--- src/rtl/uart_tx_if.sv ---
// UART transmitter bus: configuration, TX FIFO read port and serial line.
interface uart_tx_if #(
  parameter int unsigned DIV_WIDTH = 16
);

  logic                 i_riscv_uart_en;
  logic [DIV_WIDTH-1:0] i_riscv_uart_baud_div;
  logic                 i_riscv_uart_par_en;
  logic                 i_riscv_uart_par_odd;
  logic                 i_riscv_uart_stop2;
  logic                 i_riscv_uart_fifo_empty;
  logic [7:0]           i_riscv_uart_fifo_rdata;
  logic                 o_riscv_uart_fifo_rinc;
  logic                 o_riscv_uart_tx;
  logic                 o_riscv_uart_busy;

  // Side that configures the transmitter and owns the FIFO.
  modport master (
    output i_riscv_uart_en,
    output i_riscv_uart_baud_div,
    output i_riscv_uart_par_en,
    output i_riscv_uart_par_odd,
    output i_riscv_uart_stop2,
    output i_riscv_uart_fifo_empty,
    output i_riscv_uart_fifo_rdata,
    input  o_riscv_uart_fifo_rinc,
    input  o_riscv_uart_tx,
    input  o_riscv_uart_busy
  );

  // Transmitter side.
  modport slave (
    input  i_riscv_uart_en,
    input  i_riscv_uart_baud_div,
    input  i_riscv_uart_par_en,
    input  i_riscv_uart_par_odd,
    input  i_riscv_uart_stop2,
    input  i_riscv_uart_fifo_empty,
    input  i_riscv_uart_fifo_rdata,
    output o_riscv_uart_fifo_rinc,
    output o_riscv_uart_tx,
    output o_riscv_uart_busy
  );

endinterface

--- src/rtl/uart_tx.sv ---
// UART transmitter: pops bytes from a TX FIFO and serialises them as
// start / 8 data (LSB first) / optional parity / 1 or 2 stop bits.
// Frame settings are captured when the byte is popped and held for the frame.
module uart_tx #(
  parameter int unsigned DIV_WIDTH = 16
) (
  input  logic     i_riscv_uart_clk,
  input  logic     i_riscv_uart_rst_n,
  uart_tx_if.slave bus
);

  localparam int unsigned DATA_BITS = 8;
  localparam int unsigned IDX_WIDTH = 3;

  typedef enum logic [2:0] {
    IDLE,
    START,
    DATA,
    PARITY,
    STOP
  } state_t;

  state_t                 state_q;
  logic                   tx_q;
  logic                   busy_q;
  logic [DIV_WIDTH-1:0]   cnt_q;
  logic [DIV_WIDTH-1:0]   div_q;
  logic [IDX_WIDTH-1:0]   bit_idx_q;
  logic                   stop_idx_q;
  logic [DATA_BITS-1:0]   shreg_q;
  logic                   par_en_q;
  logic                   par_bit_q;
  logic                   stop2_q;

  logic                   rinc_c;
  logic                   period_end_c;
  logic [DIV_WIDTH-1:0]   div_eff_c;

  // A zero divisor behaves as one clock per bit.
  assign div_eff_c = (bus.i_riscv_uart_baud_div == '0) ? DIV_WIDTH'(1)
                                                        : bus.i_riscv_uart_baud_div;

  // Pop strobe: only while idle, enabled, data available and out of reset.
  assign rinc_c = i_riscv_uart_rst_n && (state_q == IDLE) &&
                  bus.i_riscv_uart_en && !bus.i_riscv_uart_fifo_empty;

  // Last clock of the current bit period.
  assign period_end_c = (cnt_q == DIV_WIDTH'(div_q - DIV_WIDTH'(1)));

  assign bus.o_riscv_uart_fifo_rinc = rinc_c;
  assign bus.o_riscv_uart_tx        = tx_q;
  assign bus.o_riscv_uart_busy      = busy_q;

  // Frame sequencer with registered line and busy outputs.
  always_ff @(posedge i_riscv_uart_clk or negedge i_riscv_uart_rst_n) begin
    if (!i_riscv_uart_rst_n) begin
      state_q    <= IDLE;
      tx_q       <= 1'b1;
      busy_q     <= 1'b0;
      cnt_q      <= '0;
      div_q      <= '0;
      bit_idx_q  <= '0;
      stop_idx_q <= 1'b0;
      shreg_q    <= '0;
      par_en_q   <= 1'b0;
      par_bit_q  <= 1'b0;
      stop2_q    <= 1'b0;
    end else begin
      case (state_q)
        IDLE: begin
          tx_q   <= 1'b1;
          busy_q <= 1'b0;
          if (rinc_c) begin
            shreg_q    <= bus.i_riscv_uart_fifo_rdata;
            div_q      <= div_eff_c;
            par_en_q   <= bus.i_riscv_uart_par_en;
            par_bit_q  <= (^bus.i_riscv_uart_fifo_rdata) ^ bus.i_riscv_uart_par_odd;
            stop2_q    <= bus.i_riscv_uart_stop2;
            cnt_q      <= '0;
            bit_idx_q  <= '0;
            stop_idx_q <= 1'b0;
            tx_q       <= 1'b0;
            busy_q     <= 1'b1;
            state_q    <= START;
          end
        end

        START: begin
          if (period_end_c) begin
            cnt_q   <= '0;
            tx_q    <= shreg_q[0];
            state_q <= DATA;
          end else begin
            cnt_q <= DIV_WIDTH'(cnt_q + DIV_WIDTH'(1));
          end
        end

        DATA: begin
          if (period_end_c) begin
            cnt_q   <= '0;
            shreg_q <= shreg_q >> 1;
            if (bit_idx_q == IDX_WIDTH'(DATA_BITS - 1)) begin
              bit_idx_q <= '0;
              if (par_en_q) begin
                tx_q    <= par_bit_q;
                state_q <= PARITY;
              end else begin
                tx_q       <= 1'b1;
                stop_idx_q <= 1'b0;
                state_q    <= STOP;
              end
            end else begin
              bit_idx_q <= IDX_WIDTH'(bit_idx_q + IDX_WIDTH'(1));
              tx_q      <= shreg_q[1];
            end
          end else begin
            cnt_q <= DIV_WIDTH'(cnt_q + DIV_WIDTH'(1));
          end
        end

        PARITY: begin
          if (period_end_c) begin
            cnt_q      <= '0;
            tx_q       <= 1'b1;
            stop_idx_q <= 1'b0;
            state_q    <= STOP;
          end else begin
            cnt_q <= DIV_WIDTH'(cnt_q + DIV_WIDTH'(1));
          end
        end

        STOP: begin
          tx_q <= 1'b1;
          if (period_end_c) begin
            cnt_q <= '0;
            if (!stop2_q || stop_idx_q) begin
              stop_idx_q <= 1'b0;
              busy_q     <= 1'b0;
              state_q    <= IDLE;
            end else begin
              stop_idx_q <= 1'b1;
            end
          end else begin
            cnt_q <= DIV_WIDTH'(cnt_q + DIV_WIDTH'(1));
          end
        end

        default: begin
          tx_q    <= 1'b1;
          busy_q  <= 1'b0;
          cnt_q   <= '0;
          state_q <= IDLE;
        end
      endcase
    end
  end

endmodule

--- src/flat_wrapper.sv ---
// flat-port wrapper written by rule: the top's interface ports become plain ports
module uart_tx_flat 
#(
  parameter int unsigned DIV_WIDTH = 16
)
  (i_riscv_uart_clk, i_riscv_uart_rst_n, bus_i_riscv_uart_en, bus_i_riscv_uart_baud_div, bus_i_riscv_uart_par_en, bus_i_riscv_uart_par_odd, bus_i_riscv_uart_stop2, bus_i_riscv_uart_fifo_empty, bus_i_riscv_uart_fifo_rdata, bus_o_riscv_uart_fifo_rinc, bus_o_riscv_uart_tx, bus_o_riscv_uart_busy);
  uart_tx_if #(.DIV_WIDTH(DIV_WIDTH)) bus_i ();
  input  logic i_riscv_uart_clk;
  input  logic i_riscv_uart_rst_n;
  input wire logic [$bits(bus_i.i_riscv_uart_en)-1:0] bus_i_riscv_uart_en;
  input wire logic [$bits(bus_i.i_riscv_uart_baud_div)-1:0] bus_i_riscv_uart_baud_div;
  input wire logic [$bits(bus_i.i_riscv_uart_par_en)-1:0] bus_i_riscv_uart_par_en;
  input wire logic [$bits(bus_i.i_riscv_uart_par_odd)-1:0] bus_i_riscv_uart_par_odd;
  input wire logic [$bits(bus_i.i_riscv_uart_stop2)-1:0] bus_i_riscv_uart_stop2;
  input wire logic [$bits(bus_i.i_riscv_uart_fifo_empty)-1:0] bus_i_riscv_uart_fifo_empty;
  input wire logic [$bits(bus_i.i_riscv_uart_fifo_rdata)-1:0] bus_i_riscv_uart_fifo_rdata;
  output wire logic [$bits(bus_i.o_riscv_uart_fifo_rinc)-1:0] bus_o_riscv_uart_fifo_rinc;
  output wire logic [$bits(bus_i.o_riscv_uart_tx)-1:0] bus_o_riscv_uart_tx;
  output wire logic [$bits(bus_i.o_riscv_uart_busy)-1:0] bus_o_riscv_uart_busy;
  assign bus_i.i_riscv_uart_en = bus_i_riscv_uart_en;
  assign bus_i.i_riscv_uart_baud_div = bus_i_riscv_uart_baud_div;
  assign bus_i.i_riscv_uart_par_en = bus_i_riscv_uart_par_en;
  assign bus_i.i_riscv_uart_par_odd = bus_i_riscv_uart_par_odd;
  assign bus_i.i_riscv_uart_stop2 = bus_i_riscv_uart_stop2;
  assign bus_i.i_riscv_uart_fifo_empty = bus_i_riscv_uart_fifo_empty;
  assign bus_i.i_riscv_uart_fifo_rdata = bus_i_riscv_uart_fifo_rdata;
  assign bus_o_riscv_uart_fifo_rinc = bus_i.o_riscv_uart_fifo_rinc;
  assign bus_o_riscv_uart_tx = bus_i.o_riscv_uart_tx;
  assign bus_o_riscv_uart_busy = bus_i.o_riscv_uart_busy;
  uart_tx #(.DIV_WIDTH(DIV_WIDTH)) u_core (.i_riscv_uart_clk(i_riscv_uart_clk), .i_riscv_uart_rst_n(i_riscv_uart_rst_n), .bus(bus_i));
endmodule
--- config.mk ---
export PLATFORM = sky130hd
export DESIGN_NAME = uart_tx_flat
export DESIGN_NICKNAME = d
export VERILOG_FILES = /design/src/rtl/uart_tx_if.sv /design/src/rtl/uart_tx.sv /design/src/flat_wrapper.sv
export SDC_FILE = /design/constraint.sdc
export NUM_CORES = 1
export LEC_CHECK = 0
export ABC_AREA = 1
export CAP_MARGIN = 20
export CORE_ASPECT_RATIO = 1.1
export CORE_UTILIZATION = 45
export CTS_BUF_LIST = sky130_fd_sc_hd__clkbuf_8 sky130_fd_sc_hd__clkbuf_16
export DETAILED_ROUTE_END_ITERATION = 10
export PLACE_DENSITY = 0.64
export SLEW_MARGIN = 20
export SYNTH_ARGS = -nofsm -noshare
export SYNTH_HDL_FRONTEND = slang
export SYNTH_SLANG_ARGS = --single-unit
--- constraint.sdc ---
create_clock -name i_riscv_uart_clk -period 2.38 [get_ports i_riscv_uart_clk]
set_input_delay 0.357 -clock i_riscv_uart_clk [delete_from_list [all_inputs] [get_ports i_riscv_uart_clk]]
set_output_delay 0.357 -clock i_riscv_uart_clk [all_outputs]
set_load 0.005 [all_outputs]
==> flow_summary.ini, run 1 <==
[sta]
worstMarginPinSlew_ns = 0.660
setup_tns_ns = 0
finClkSkew_ns = 0.0125
final-hold-violation-count = 0
finalCriticalPeriod_ns = 2.22
final.hold.worst_slack_ns = 0.193
fin_crit_sh_pct = 93.1
maxSlewViolCount = 0
setup_viol = 0
fmax_ghz = 0.451
relSlewSlack_pct = 56.0
rsz0062_at_grt = no

[global_route]
track_usage_pct = 21.8
overflow = 0
grt_max_degree = 53
grt_pass1_vias = 3048
antenna_found_initial = 0
grt_pass1_wl_mm = 14.1

[cts]
root_buffer = clkbuf_8
htree_num_levels = 2
cts_buffers = 5
clk_latency_ns = 0.31
cts_sinks = 52
clockBufferDepth = 2
cts_tree = built
clk_pin_slew_ns = 0.10

[routing]
vias = 3255
dr.pass1.iters = 4
routed_wirelength_mm = 8.53
drc = 0
final_antenna_net_count = 0
drt_iter0_markers = 184
wl_per_cell_microns = 13.0
vias_per_cell = 4.97

[synthesis]
synth.area.mux_share_pct = 0
synth-compound-area-share_pct = 6.37
ys_seq_area_share_pct = 35.9
synth_async_sr_flop_share_pct = 100
netlist_area_sq_um = 3630
yosys.area_share.simple_pct = 41.4
ys.flop_type = dfrtp_1
synth_fa_ha_area_share_pct = 1.38
netlist_instances = 502
syn_nets = 537
synth_edf_count = 0
synthXorXnorAreaFrac_pct = 7.93
avgSynthCellArea_sq_um = 7.23
ys_seq_elements = 52
synth.distinct_cells = 35
yosys_warnings = 0
synth_top_family_by_area = simple AND/OR/NAND/NOR gates

[final_layout]
nets = 581
final_common_cell = nand2_1
drive_gt1_share_pct = 14.1
diodes = 0
synthToLayoutAreaGrowth_pct = 17.5
layout_common_cells = nand2_1, dfrtp_1, inv_1, nor2_1

[outcome]
status = complete, no violations

[worst_setup_path]
path_max_fanout = 8
r2r_end = u_core.shreg_q[7]
worstReg2RegStart = u_core.div_q[0]
path_class = flip-flop to output pin
crit_path_end = bus_o_riscv_uart_fifo_rinc
crit_family = buffers and inverters
cp_num_cells = 6
crit_path_start_kind = flip-flop
reg2reg_depth = 13
r2r_slack_ns = 0.18
startpoint = u_core.state_q[2]
path_buf_inv = 3
crit_path_top_delay_cell = clkdlybuf4s50_1
max_stage_delay_ns = 0.52
end_kind = output pin
crit_chain = nor2_1, nand2_1, inv_1, nand2_2, clkinv_1, clkdlybuf4s50_1
required_ns = 2.02
arrival_ns = 1.86

[floorplanning]
rows = 34
die_h_microns = 96.2
fp.dieW_microns = 87.6
initial_core_util_pct = 46.1
die_area_sq_um = 8430
core_sq_um = 7870
io_pins = 34

[power]
p_total_mw = 4.25
leakagePower_nw = 2.07
p_seq_share_pct = 35.2
intPower_mw = 2.28
powerDensity_nw_per_um2 = 996
swShare_pct = 46.3
power.switching_mw = 1.97
ir_worst_vdd_uv = 498
power_frac_clock_pct = 14.3
power_frac_comb_pct = 50.5

[placed_design]
port_buffers = 33
dp_hpwl_mm = 6.63
globalplace.congestion = 0.865

[worst_hold_path]
hp-class = input pin to asynchronous set/reset pin

[run]
max_cap_violations = 0
[registers in the layout, indices dropped and copies added, names as in the netlist]
| name | flops |
|---|---|
| u_core.bit_idx_q | 3 |
| u_core.bus.o_riscv_uart_busy | 1 |
| u_core.cnt_q | 16 |
| u_core.par_bit_q | 1 |
| u_core.par_en_q | 1 |
| u_core.stop2_q | 1 |
| u_core.bus.o_riscv_uart_tx | 1 |
| u_core.shreg_q | 8 |
| u_core.stop_idx_q | 1 |
| u_core.div_q | 16 |
| u_core.state_q | 3 |
[power groups by stage]
| stage | clock (mW) | combinational (mW) | sequential [mW] |
|---|---|---|---|
| floorplan | 0 | 1.67 | 1.42 |
| global placement | 0 | 2.08 | 1.50 |
| detailed placement | 0 | 2.11 | 1.51 |
| CTS | 0.620 | 2.11 | 1.49 |
| global route | 0.660 | 2.45 | 1.54 |
| finish | 0.607 | 2.15 | 1.49 |
[metal layers]
metal  part of all wire [%]  track usage [%]  up-vias
met3                    2.4             2.66       10
met4                    1.6             7.38        0
met2                     50             38.8       49
li1                       -                -     1678
met5                      0                0        -
met1                     46             27.4     1518
[repair_timing]
item	4_1_cts	5_1_grt
hold buffers	0	0
setup endpoints to repair	0	24
buffers inserted	0	7
resized for setup	0	4
[final cells by class]
type / count / area, sq um
fill: 780 / 3600
multi-input combinational: 388 / 2090
inverter: 52 / 198
clock buffer: 5 / 68.8
sequential: 52 / 1300
tap: 108 / 135
clock inverter: 3 / 38.8
timing repair buffer: 47 / 430
[through the flow]
| step | utilization [%] | cell area [sq um] | setup slack [ns] | cells |
|---|---|---|---|---|
| finish | 54.2 | 4270 | 0.164 | 655 |
| global route | 54.2 | 4270 | 0.0247 | 655 |
| CTS | 53.2 | 4190 | 0.0314 | 648 |
| detailed placement | 51.9 | 4080 | 0.0478 | 640 |
| global placement | 51.9 | 4080 | 0.144 | 640 |
| floorplan | - | 3630 | 0.409 | 502 |
[cells by family (layout without fill, tap and decap cells)]
family / count (synthesis) / in the layout
XOR/XNOR: 32 / 32
buffers and inverters: 62 / 107
AND/OR/NAND/NOR: 315 / 315
adder cells (fa/ha/maj): 4 / 4
AO/OA/AOI/OAI: 37 / 37
flip-flops: 52 / 52
[worst min path at each step]
stage / depth (start not counted) / slack, ns / endpoint
finish: 2 / 0.19 / u_core.stop2_q
CTS: 2 / 0.22 / u_core.stop2_q
detailed placement: 2 / 0.46 / u_core.bus.o_riscv_uart_busy
floorplan: 0 / 0.06 / u_core.bit_idx_q[0]
global placement: 2 / 0.46 / u_core.stop_idx_q
global route: 2 / 0.25 / u_core.stop2_q
[worst reg2reg max path, stage by stage (launching register included)]
cell and delay (ns):
dfrtp_1 0.44, inv_4 0.13, ha_4 0.17, nand3_4 0.12, nor2_4 0.16, xor2_2 0.17, inv_1 0.05, nor2_1 0.11
nand2_1 0.11, nor2_4 0.20, nand3_4 0.15, buf_4 0.20, nand3_2 0.05, nand2_1 0.06
[cells in the mapped netlist, drive strengths merged (3+ instances only)]
| master | count | area share, % |
|---|---|---|
| xor2 | 21 | 5.3 |
| o21ai | 23 | 3.2 |
| a21oi | 11 | 2.5 |
| nand4 | 6 | 1.0 |
| nand2 | 190 | 21 |
| nor3 | 9 | 1.4 |
| xnor2 | 11 | 2.7 |
| nor2 | 54 | 7.6 |
| buf | 7 | 1.4 |
| dfrtp | 51 | 35 |
| nor4 | 6 | 1.0 |
| ha | 4 | 1.4 |
| nand3b | 4 | 0.83 |
| clkbuf | 3 | 0.31 |
| nand3 | 45 | 8.4 |
| inv | 51 | 5.3 |
Note: power is estimated with default switching activity, not from simulation.
==> inputs of run 2 (changes only) <==
CORE_UTILIZATION = 30   (was 45)
PLACE_DENSITY = 0.46   (was 0.64)
==> flow_summary.ini, run 2 (synthesis gave the netlist of run 1 again) <==
[placed_design]
globalplace.congestion = 0.835
place_area_sq_um = 4160
port_buffers = 33
dp_hpwl_mm = 7.17

[power]
powerDensity_nw_per_um2 = 1010
power.switching_mw = 2.00
power_frac_clock_pct = 16.7
ir_worst_vdd_uv = 425
p_seq_share_pct = 34.1
power_frac_comb_pct = 49.1
swShare_pct = 45.6
leakagePower_nw = 2.09
intPower_mw = 2.39
p_total_mw = 4.40

[global_route]
grt_pass1_wl_mm = 15.7
grt_pass1_vias = 3261
grt_max_degree = 53
antenna_found_initial = 0
overflow = 0
track_usage_pct = 15.9

[cts]
cts_buffers = 5
htree_num_levels = 2
cts_sinks = 52
clk_latency_ns = 0.30
cts_hold_buffers = 0
clk_pin_slew_ns = 0.07
cts_tree = built
clockBufferDepth = 2
root_buffer = clkbuf_16

[routing]
vias_per_cell = 4.62
drt_iter0_markers = 125
routed_wirelength_mm = 9.28
final_antenna_net_count = 0
drc = 0
dr.pass1.iters = 5
wl_per_cell_microns = 13.4
vias = 3211

[worst_setup_path]
worstReg2RegStart = u_core.div_q[0]
end_kind = output pin
crit_path_top_delay_cell = clkdlybuf4s50_1
arrival_ns = 1.83
r2r_slack_ns = 0.20
crit_family = buffers and inverters
max_stage_delay_ns = 0.51
required_ns = 2.02
crit_chain = nor2_1, nand2_1, inv_1, nand2_2, clkinv_1, clkdlybuf4s50_1
path_max_fanout = 8
crit_path_start_kind = flip-flop
r2r_end = u_core.bit_idx_q[2]
path_buf_inv = 3
reg2reg_depth = 14
path_class = flip-flop to output pin

[sta]
relSlewSlack_pct = 53.9
fmax_ghz = 0.456
rsz0062_at_grt = no
finalCriticalPeriod_ns = 2.19
worstMarginPinSlew_ns = 0.691
final-hold-violation-count = 0
setup_viol = 0
fin_crit_sh_pct = 92.1
setup_tns_ns = 0
finClkSkew_ns = 0.00805
maxSlewViolCount = 0

[final_layout]
drive_gt1_share_pct = 13.8
multiInputGateArea_sq_um = 2080
final_common_cell = nand2_1
diodes = 0
reg_top3 = u_core.cnt_q (16), u_core.div_q (16), u_core.shreg_q (8)
synthToLayoutAreaGrowth_pct = 19.6
fill_cells = 1214
layout_common_cells = nand2_1, dfrtp_1, inv_1, nor2_1
nets = 579
register_area_sq_um = 1300
design_area_sq_um = 4340

[run]
max_cap_violations = 0

[floorplanning]
io_pins = 34
core_sq_um = 11600
die_h_microns = 117
die_area_sq_um = 12500
fp.dieW_microns = 107
initial_core_util_pct = 31.2
rows = 41

[worst_hold_path]
hp-class = input pin to asynchronous set/reset pin

[outcome]
status = complete, no violations
==> run 2: stage by stage <==
stage	setup slack, ns	instances	utilization [%]	hold slack [ns]
floorplan	0.409	502	-	0.0614
global placement	0.166	685	35.7	0.460
detailed placement	0.0914	685	35.7	0.468
CTS	0.0681	693	37.0	0.248
global route	0.0126	695	37.3	0.277
finish	0.189	695	37.3	0.209
==> run 2: worst max-delay path by stage <==
stage | end | depth (start not counted) | from
2_1_floorplan | u_core.cnt_q[10] | 14 | u_core.div_q[0]
5_1_grt | u_core.state_q[1] | 15 | u_core.div_q[0]
6_report | bus_o_riscv_uart_fifo_rinc | 6 | u_core.state_q[2]
3_3_place_gp | u_core.shreg_q[0] | 14 | u_core.div_q[0]
3_5_place_dp | u_core.shreg_q[3] | 14 | u_core.div_q[0]
4_1_cts | u_core.shreg_q[1] | 14 | u_core.div_q[0]
==> run 2: timing repair <==
| action | 4_1_cts | 5_1_grt |
|---|---|---|
| resized for setup | 0 | 3 |
| endpoints found under the setup margin | 0 | 20 |
| setup buffers | 0 | 2 |
==> run 2: power groups by stage <==
stage	Sequential, mW	Clock [mW]	Combinational [mW]
2_1_floorplan	1.42	0	1.67
3_3_place_gp	1.51	0	2.15
3_5_place_dp	1.51	0	2.17
4_1_cts	1.50	0.763	2.17
5_1_grt	1.55	0.799	2.47
6_report	1.50	0.736	2.16
==> run 2: layout make-up <==
cell class	count	area share, %
multi-input cells	388	48.0
repair buffers	45	9.85
inverters	52	4.49
clock buffers	6	3.20
flip-flops and latches	52	30.0
well taps	150	4.32
clock inverters	2	0.173
==> run 2: layer usage <==
metal	share of wire, %	track usage (%)
met1	44	19.0
met2	52	28.7
met3	2.2	2.11
met4	1.8	5.39
met5	0	0
==> inputs of run 3 (changes only) <==
SLEW_MARGIN = 10   (was 20)
==> results of run 3 <==
No change in the layout: final DEF, timing and power equal those of run 2.
==> RTL change 1: new RTL, config.mk and constraints of run 2 <==
Encoding of `state_t`: now Gray code (3 bits for 5 states).
--- a/src/rtl/uart_tx.sv
+++ b/src/rtl/uart_tx.sv
@@ -14,9 +14,9 @@
 
   typedef enum logic [2:0] {
-    IDLE,
-    START,
-    DATA,
-    PARITY,
-    STOP
+    IDLE   = 3'b000,
+    START  = 3'b001,
+    DATA   = 3'b011,
+    PARITY = 3'b010,
+    STOP   = 3'b110
   } state_t;
 
Check against the original RTL: same outputs for any inputs over 10 cycles, from zero or initial values and one cycle with i_riscv_uart_rst_n low; not proved beyond that.
==> RTL change 1 against run 2 <==
- final area decreased by 2.7%
- synthesized area is 1.7% lower
- routed wire length decreased by 6.5%
- global-route usage shrank 0.39 points
- via count decreased by 6.6%
- final cell count fell by 5.9%
- critical path depth grew 9
- utilization is 0.68 points lower
- total power rose by 10%
- sequential share of layout area up 0.83 points
- die area decreased by 1.7%
- setup slack gained 0.022 ns
- sequential cell count stayed put
- largest power group unchanged
==> RTL change 1: results (changes against run 2) <==
| Metric | Value |
|---|---|
| Synth unique cells | 37 (+5.7%) |
| Skew final | 0.00840 ns (+0.000351 ns) |
| Final nets | 538 (-7.1%) |
| Drt pass-1 iters | 4 (-1) |
| Share of layout cells above drive strength 1 | 0.141 (+0.00326) |
| Critical Path Max Stage Delay | 0.40 ns (-0.11 ns) |
| Drt first-iter violations | 88 (-30%) |
| Global placement routability congestion | 0.865 (+3.6%) |
| Worst slew pin tran | 0.688 ns (-0.00275 ns) |
| Detailed-route via count | 3,000 (-6.6%) |
| Status | finished, final reports clean |
| Tot GR Track Use | 0.155 (-0.00387) |
| Total CTS buffers | 5 (unchanged) |
| Main synth FF type | dfrtp_1 |
| CP top delay family | simple AND/OR/NAND/NOR gates |
| Synth top cells by count | nand2_1, dfrtp_1, nor2_1, inv_1, nand3_1 |
| Slowest CP cell | dfrtp_1 |
| Detailed placement HPWL | 6760 um (-5.6%) |
| DP Area | 4050 um^2 (-2.5%) |
| Peak VDD IR | 450 uV (+5.8%) |
| Asr flop ratio synth | 1.00 (unchanged) |
| Syn_nets | 502 (-6.5%) |
| CTS Root Cell | clkbuf_16 |
| Max FO, Critical Path | 11 (+3) |
| Worst R2R Path Depth | 15 (+1) |
| Avg WL per Cell | 13.3 um (-0.67%) |
| CP arrival | 2.35 ns (+0.52 ns) |
| Post-Layout Cell Count | 654 (-5.9%) |
| First-pass GRT wire length | 14,800 um (-5.4%) |
| Psw | 2.23 mW (+12%) |
| Top post-synthesis cells by area | dfrtp_1, nand2_1, nor2_1 |
| Pleak | 1.97 nW (-5.7%) |
| Clock Tree Buf Depth | 2 (unchanged) |
| Seq/Total Area, Yosys | 0.365 (+0.00616) |
| Synth Area per Inst | 7.64 um^2 (+5.7%) |
[RTL change 1: cell count changes after synthesis, moves of 4 or more]
cell,delta
nand3_2,-9
nand3_1,-4
inv_2,-4
nand2_1,-53
nor2_1,+7
nor2_2,+5
or2_2,+7
a21oi_1,+12
buf_2,-5
a21oi_2,-10
xnor2_1,+5
[RTL change 1: cell families (layout without fill, tap and decap cells)]
| family | count (synthesis) | count (layout) | share of synthesized area |
|---|---|---|---|
| AO/OA/AOI/OAI | 40 | 40 | 0.0613 |
| XOR/XNOR | 33 | 33 | 0.0810 |
| adder cells (fa/ha/maj) | 4 | 4 | 0.0140 |
| buffers and inverters | 56 | 93 | 0.0694 |
| flip-flops | 52 | 52 | 0.365 |
| AND/OR/NAND/NOR | 282 | 282 | 0.409 |
[RTL change 1: power groups by stage]
stage               clock, mW  combinational, mW  sequential, mW
finish                  0.840               2.43            1.57
global route            0.903               2.75            1.63
CTS                     0.868               2.44            1.58
detailed placement          0               2.43            1.59
global placement            0               2.42            1.59
floorplan                   0               2.00            1.47
[RTL change 1: worst reg2reg max path: cells and delay by family, from the launching register on]
kind / cells / cell delay [ns]
and+or+nand+nor: 12 / 1.15
DFF: 1 / 0.40
buffers and inverters: 2 / 0.24
adders and majority gates: 1 / 0.26
[RTL change 1: timing repair]
action                     4_1_cts  5_1_grt
setup buffers                    0        0
setup endpoints to repair        0       11
resized for setup                0        3
hold buffers                     0        0
[RTL change 1: final timing paths]
check                                                   from                      endpoint  slack (ns)
worst max register to register               u_core.div_q[0]              u_core.cnt_q[15]        0.21
max in group asynchronous                 i_riscv_uart_rst_n             u_core.state_q[2]        1.61
worst min-delay path                      i_riscv_uart_rst_n               u_core.div_q[4]        0.31
min in group i_riscv_uart_clk   u_core.bus.o_riscv_uart_busy  u_core.bus.o_riscv_uart_busy        0.49
worst min register to register  u_core.bus.o_riscv_uart_busy  u_core.bus.o_riscv_uart_busy        0.49
worst max-delay path                         u_core.div_q[0]              u_core.cnt_q[15]        0.21
[RTL change 1: layout make-up]
type | instances | area, um^2
Clock buffer | 5 | 125
Tap cell | 150 | 188
Multi-Input combinational cell | 359 | 2020
Fill cell | 1233 | 7310
Timing Repair Buffer | 39 | 370
Inverter | 46 | 180
Clock inverter | 3 | 42.5
Sequential cell | 52 | 1300
[RTL change 1: per-stage QoR]
step                      setup slack, ns  hold WS [ns]
final                               0.211         0.308
after floorplan                     0.312        0.0614
after CTS                          0.0300         0.344
after global placement              0.141         0.463
after detailed placement           0.0710         0.486
after global routing              0.00182         0.374
[RTL change 1: metal layers]
metal / up-vias / GRT usage / part of all wire
li1: 1544 / - / -
met1: 1400 / 0.183 / 0.45
met2: 47 / 0.287 / 0.50
met3: 9 / 0.0246 / 0.027
met4: 0 / 0.0528 / 0.019
met5: - / 0 / 0
==> RTL change 2: new RTL, flow settings as in run 2 <==
Without the edit above. `DIV_WIDTH` is set to 16 in 3 places; all go to 24.
--- a/src/rtl/uart_tx_if.sv
+++ b/src/rtl/uart_tx_if.sv
@@ -1,5 +1,5 @@
 // UART transmitter bus: configuration, TX FIFO read port and serial line.
 interface uart_tx_if #(
-  parameter int unsigned DIV_WIDTH = 16
+  parameter int unsigned DIV_WIDTH = 24
 );
 
--- a/src/rtl/uart_tx.sv
+++ b/src/rtl/uart_tx.sv
@@ -3,5 +3,5 @@
 // Frame settings are captured when the byte is popped and held for the frame.
 module uart_tx #(
-  parameter int unsigned DIV_WIDTH = 16
+  parameter int unsigned DIV_WIDTH = 24
 ) (
   input  logic     i_riscv_uart_clk,
--- a/src/flat_wrapper.sv
+++ b/src/flat_wrapper.sv
@@ -2,5 +2,5 @@
 module uart_tx_flat 
 #(
-  parameter int unsigned DIV_WIDTH = 16
+  parameter int unsigned DIV_WIDTH = 24
 )
   (i_riscv_uart_clk, i_riscv_uart_rst_n, bus_i_riscv_uart_en, bus_i_riscv_uart_baud_div, bus_i_riscv_uart_par_en, bus_i_riscv_uart_par_odd, bus_i_riscv_uart_stop2, bus_i_riscv_uart_fifo_empty, bus_i_riscv_uart_fifo_rdata, bus_o_riscv_uart_fifo_rinc, bus_o_riscv_uart_tx, bus_o_riscv_uart_busy);
Interface: changed (resized bus_i_riscv_uart_baud_div); port bits go from 34 to 42. The function was not compared with the original's and may differ.
==> RTL change 2 against run 2 <==
- final area increased by 43%
- synthesized area increased by 32%
- sequential cell count increased by 16
- clock power increased by 96%
- hold slack got worse by 0.059 ns
- maximum frequency decreased by 5.2%
- routed wire length increased by 53%
- final cell count increased by 41%
- total power increased by 59%
- setup slack got worse by 0.12 ns
- non-clock buffer count increased by 27
- sequential power increased by 33%
- register-to-register slack got worse by 0.13 ns
==> RTL change 2: results (changes against run 2) <==
| Metric | Value |
|---|---|
| GR Layer Usage met3 | 0.0258 (+0.00464) |
| Post-Route M1 WL | 6460 um (+58%) |
| Largest net degree at the start of global routing | 49 (-7.5%) |
| Area leader, netlist | dfrtp_1 |
| Total CTS buffers | 9 (+4) |
| Drt pass-1 iters | 4 (-1) |
| Relative max-transition margin | 0.578 (+0.0383) |
| Placed cells | 951 (+39%) |
| Skew final | 0.00789 ns (-0.000162 ns) |
| Class of the worst hold path | input port to async pin |
| Syn_nets | 746 (+39%) |
| Top post-synthesis cells by area | dfrtp_1, nand2_1, inv_1 |
| Avg WL per Cell | 14.6 um (+9.0%) |
| # port buffers | 41 (+24%) |
| Share of layout cells above drive strength 1 | 0.153 (+0.0153) |
| M2 GR Usage | 0.309 (+0.0222) |
| Top layer used by detailed routing | met4 |
| Final nets | 816 (+41%) |
| CTS clk-pin slew, worst paths | around 0.060 ns |
| Met1 Track Usage GR | 0.225 (+0.0352) |
| Setup slack, reg-to-reg | 0.07 ns (-0.13 ns) |
| Status | finished, final reports clean |
| Synth Area per Inst | 6.82 um^2 (-5.8%) |
| R2R Path End | u_core.cnt_q[11] |
| Global placement routability congestion | 0.870 (+4.3%) |
| Vias in the first global route | 4,446 (+36%) |
| Layout fillers | 1,618 (+33%) |
| Routed WL | 14,200 um (+53%) |
| Seq/Total Area, Yosys | 0.355 (-0.00337) |
| WL met2 | 7060 um (+46%) |
| Largest regs | u_core.cnt_q (24), u_core.div_q (24), u_core.shreg_q (8) |
| Tot GR Track Use | 0.180 (+0.0211) |
| Htree depth | 3 (+1) |
| CTS Root Cell | clkbuf_16 |
| Clock Latency Late Sink | 0.33 ns (+0.03 ns) |
| Drt first-iter violations | 266 (+110%) |
| RR Startpoint | u_core.div_q[1] |
| First-pass GRT wire length | 22,600 um (+44%) |
| Detailed placement HPWL | 10,900 um (+53%) |
| Max FO, Critical Path | 7 (-1) |
| Synth top cells by count | nand2_1, inv_1, nor2_1, dfrtp_1, o21ai_0 |
| Met3 wire len | 301 um (+49%) |
| Peak VDD IR | 419 uV (-1.4%) |
| Initial antenna violation count | 0 (unchanged) |
| Detailed-route via count | 4,615 (+44%) |
| Synth unique cells | 36 (+2.9%) |
| CP arrival | 2.51 ns (+0.68 ns) |
| Pleak | 2.98 nW (+42%) |
-- RTL change 2: cell count changes in the layout (fill, tap and decap cells not counted), moves of 9 or more --
cell | before | now
inv_1 | 47 | 93
nor2_1 | 42 | 66
o21ai_1 | 0 | 13
buf_4 | 11 | 25
o21ai_0 | 23 | 33
nand4_1 | 6 | 17
dfrtp_1 | 51 | 60
xor2_1 | 20 | 30
nand2_1 | 179 | 218
a21oi_2 | 10 | 0
-- RTL change 2: report_power, final --
part / internal [mW] / leakage, nW / switching [mW]
sequential: 1.54 / 0.874 / 0.454
clock: 0.913 / 0.153 / 0.522
combinational: 1.40 / 1.95 / 2.14
-- RTL change 2: worst max-delay path by stage --
| stage | start | endpoint | slack [ns] | cells past startpoint |
|---|---|---|---|---|
| after floorplan | u_core.div_q[0] | u_core.cnt_q[11] | 0.32 | 12 |
| after global placement | u_core.div_q[0] | u_core.state_q[0] | 0.07 | 15 |
| after detailed placement | u_core.div_q[0] | u_core.state_q[0] | 0.05 | 15 |
| after CTS | u_core.div_q[1] | u_core.state_q[0] | 0.02 | 15 |
| after global routing | u_core.div_q[3] | u_core.cnt_q[11] | -0.05 | 13 |
| final | u_core.div_q[1] | u_core.cnt_q[11] | 0.07 | 14 |
-- RTL change 2: worst max-delay path, cell delays in order (launching register included) --
cell and delay [ns]:
dfrtp_1 0.43, inv_2 0.10, ha_4 0.17, nand2_8 0.09
nor2_4 0.19, nand3_2 0.11, nand2_2 0.08, nand2_2 0.05
nor2_2 0.09, nand2_2 0.08, nor2_4 0.19, nand3_4 0.11
o21ai_4 0.17, clkbuf_16 0.23, o22ai_2 0.06
-- RTL change 2: what timing repair did --
| item | CTS | global route |
|---|---|---|
| setup endpoints to repair | 0 | 40 |
| endpoints found under the hold margin | 0 | 0 |
| buffers inserted | 0 | 8 |
| resized for setup | 0 | 59 |
-- RTL change 2: kinds of logic after synthesis --
kind of cell	count (synthesis)	share of synthesized area
buf+inv	109	0.0896
simple gates	406	0.381
xor+xnor	45	0.0822
fa+ha+maj	4	0.0104
flops	68	0.355
compound gates	71	0.0815
-- RTL change 2: final cells by class --
cell class	instances	area [um^2]	share of cell area
flip-flops and latches	68	1710	0.276
multi-input cells	526	2850	0.460
well taps	200	250	0.0404
clock inverters	7	92.6	0.0150
inverters	96	360	0.0582
repair buffers	72	706	0.114
clock buffers	9	225	0.0364
-- RTL change 2: metrics by stage --
stage                util  instance area (um^2)  worst slack, ns  hold slack, ns
floorplan               -                  4790            0.321          0.0614
global placement    0.354                  5540           0.0671           0.467
detailed placement  0.354                  5540           0.0510           0.465
CTS                 0.374                  5860           0.0189           0.163
global route        0.395                  6190          -0.0545           0.179
finish              0.395                  6190           0.0679           0.150
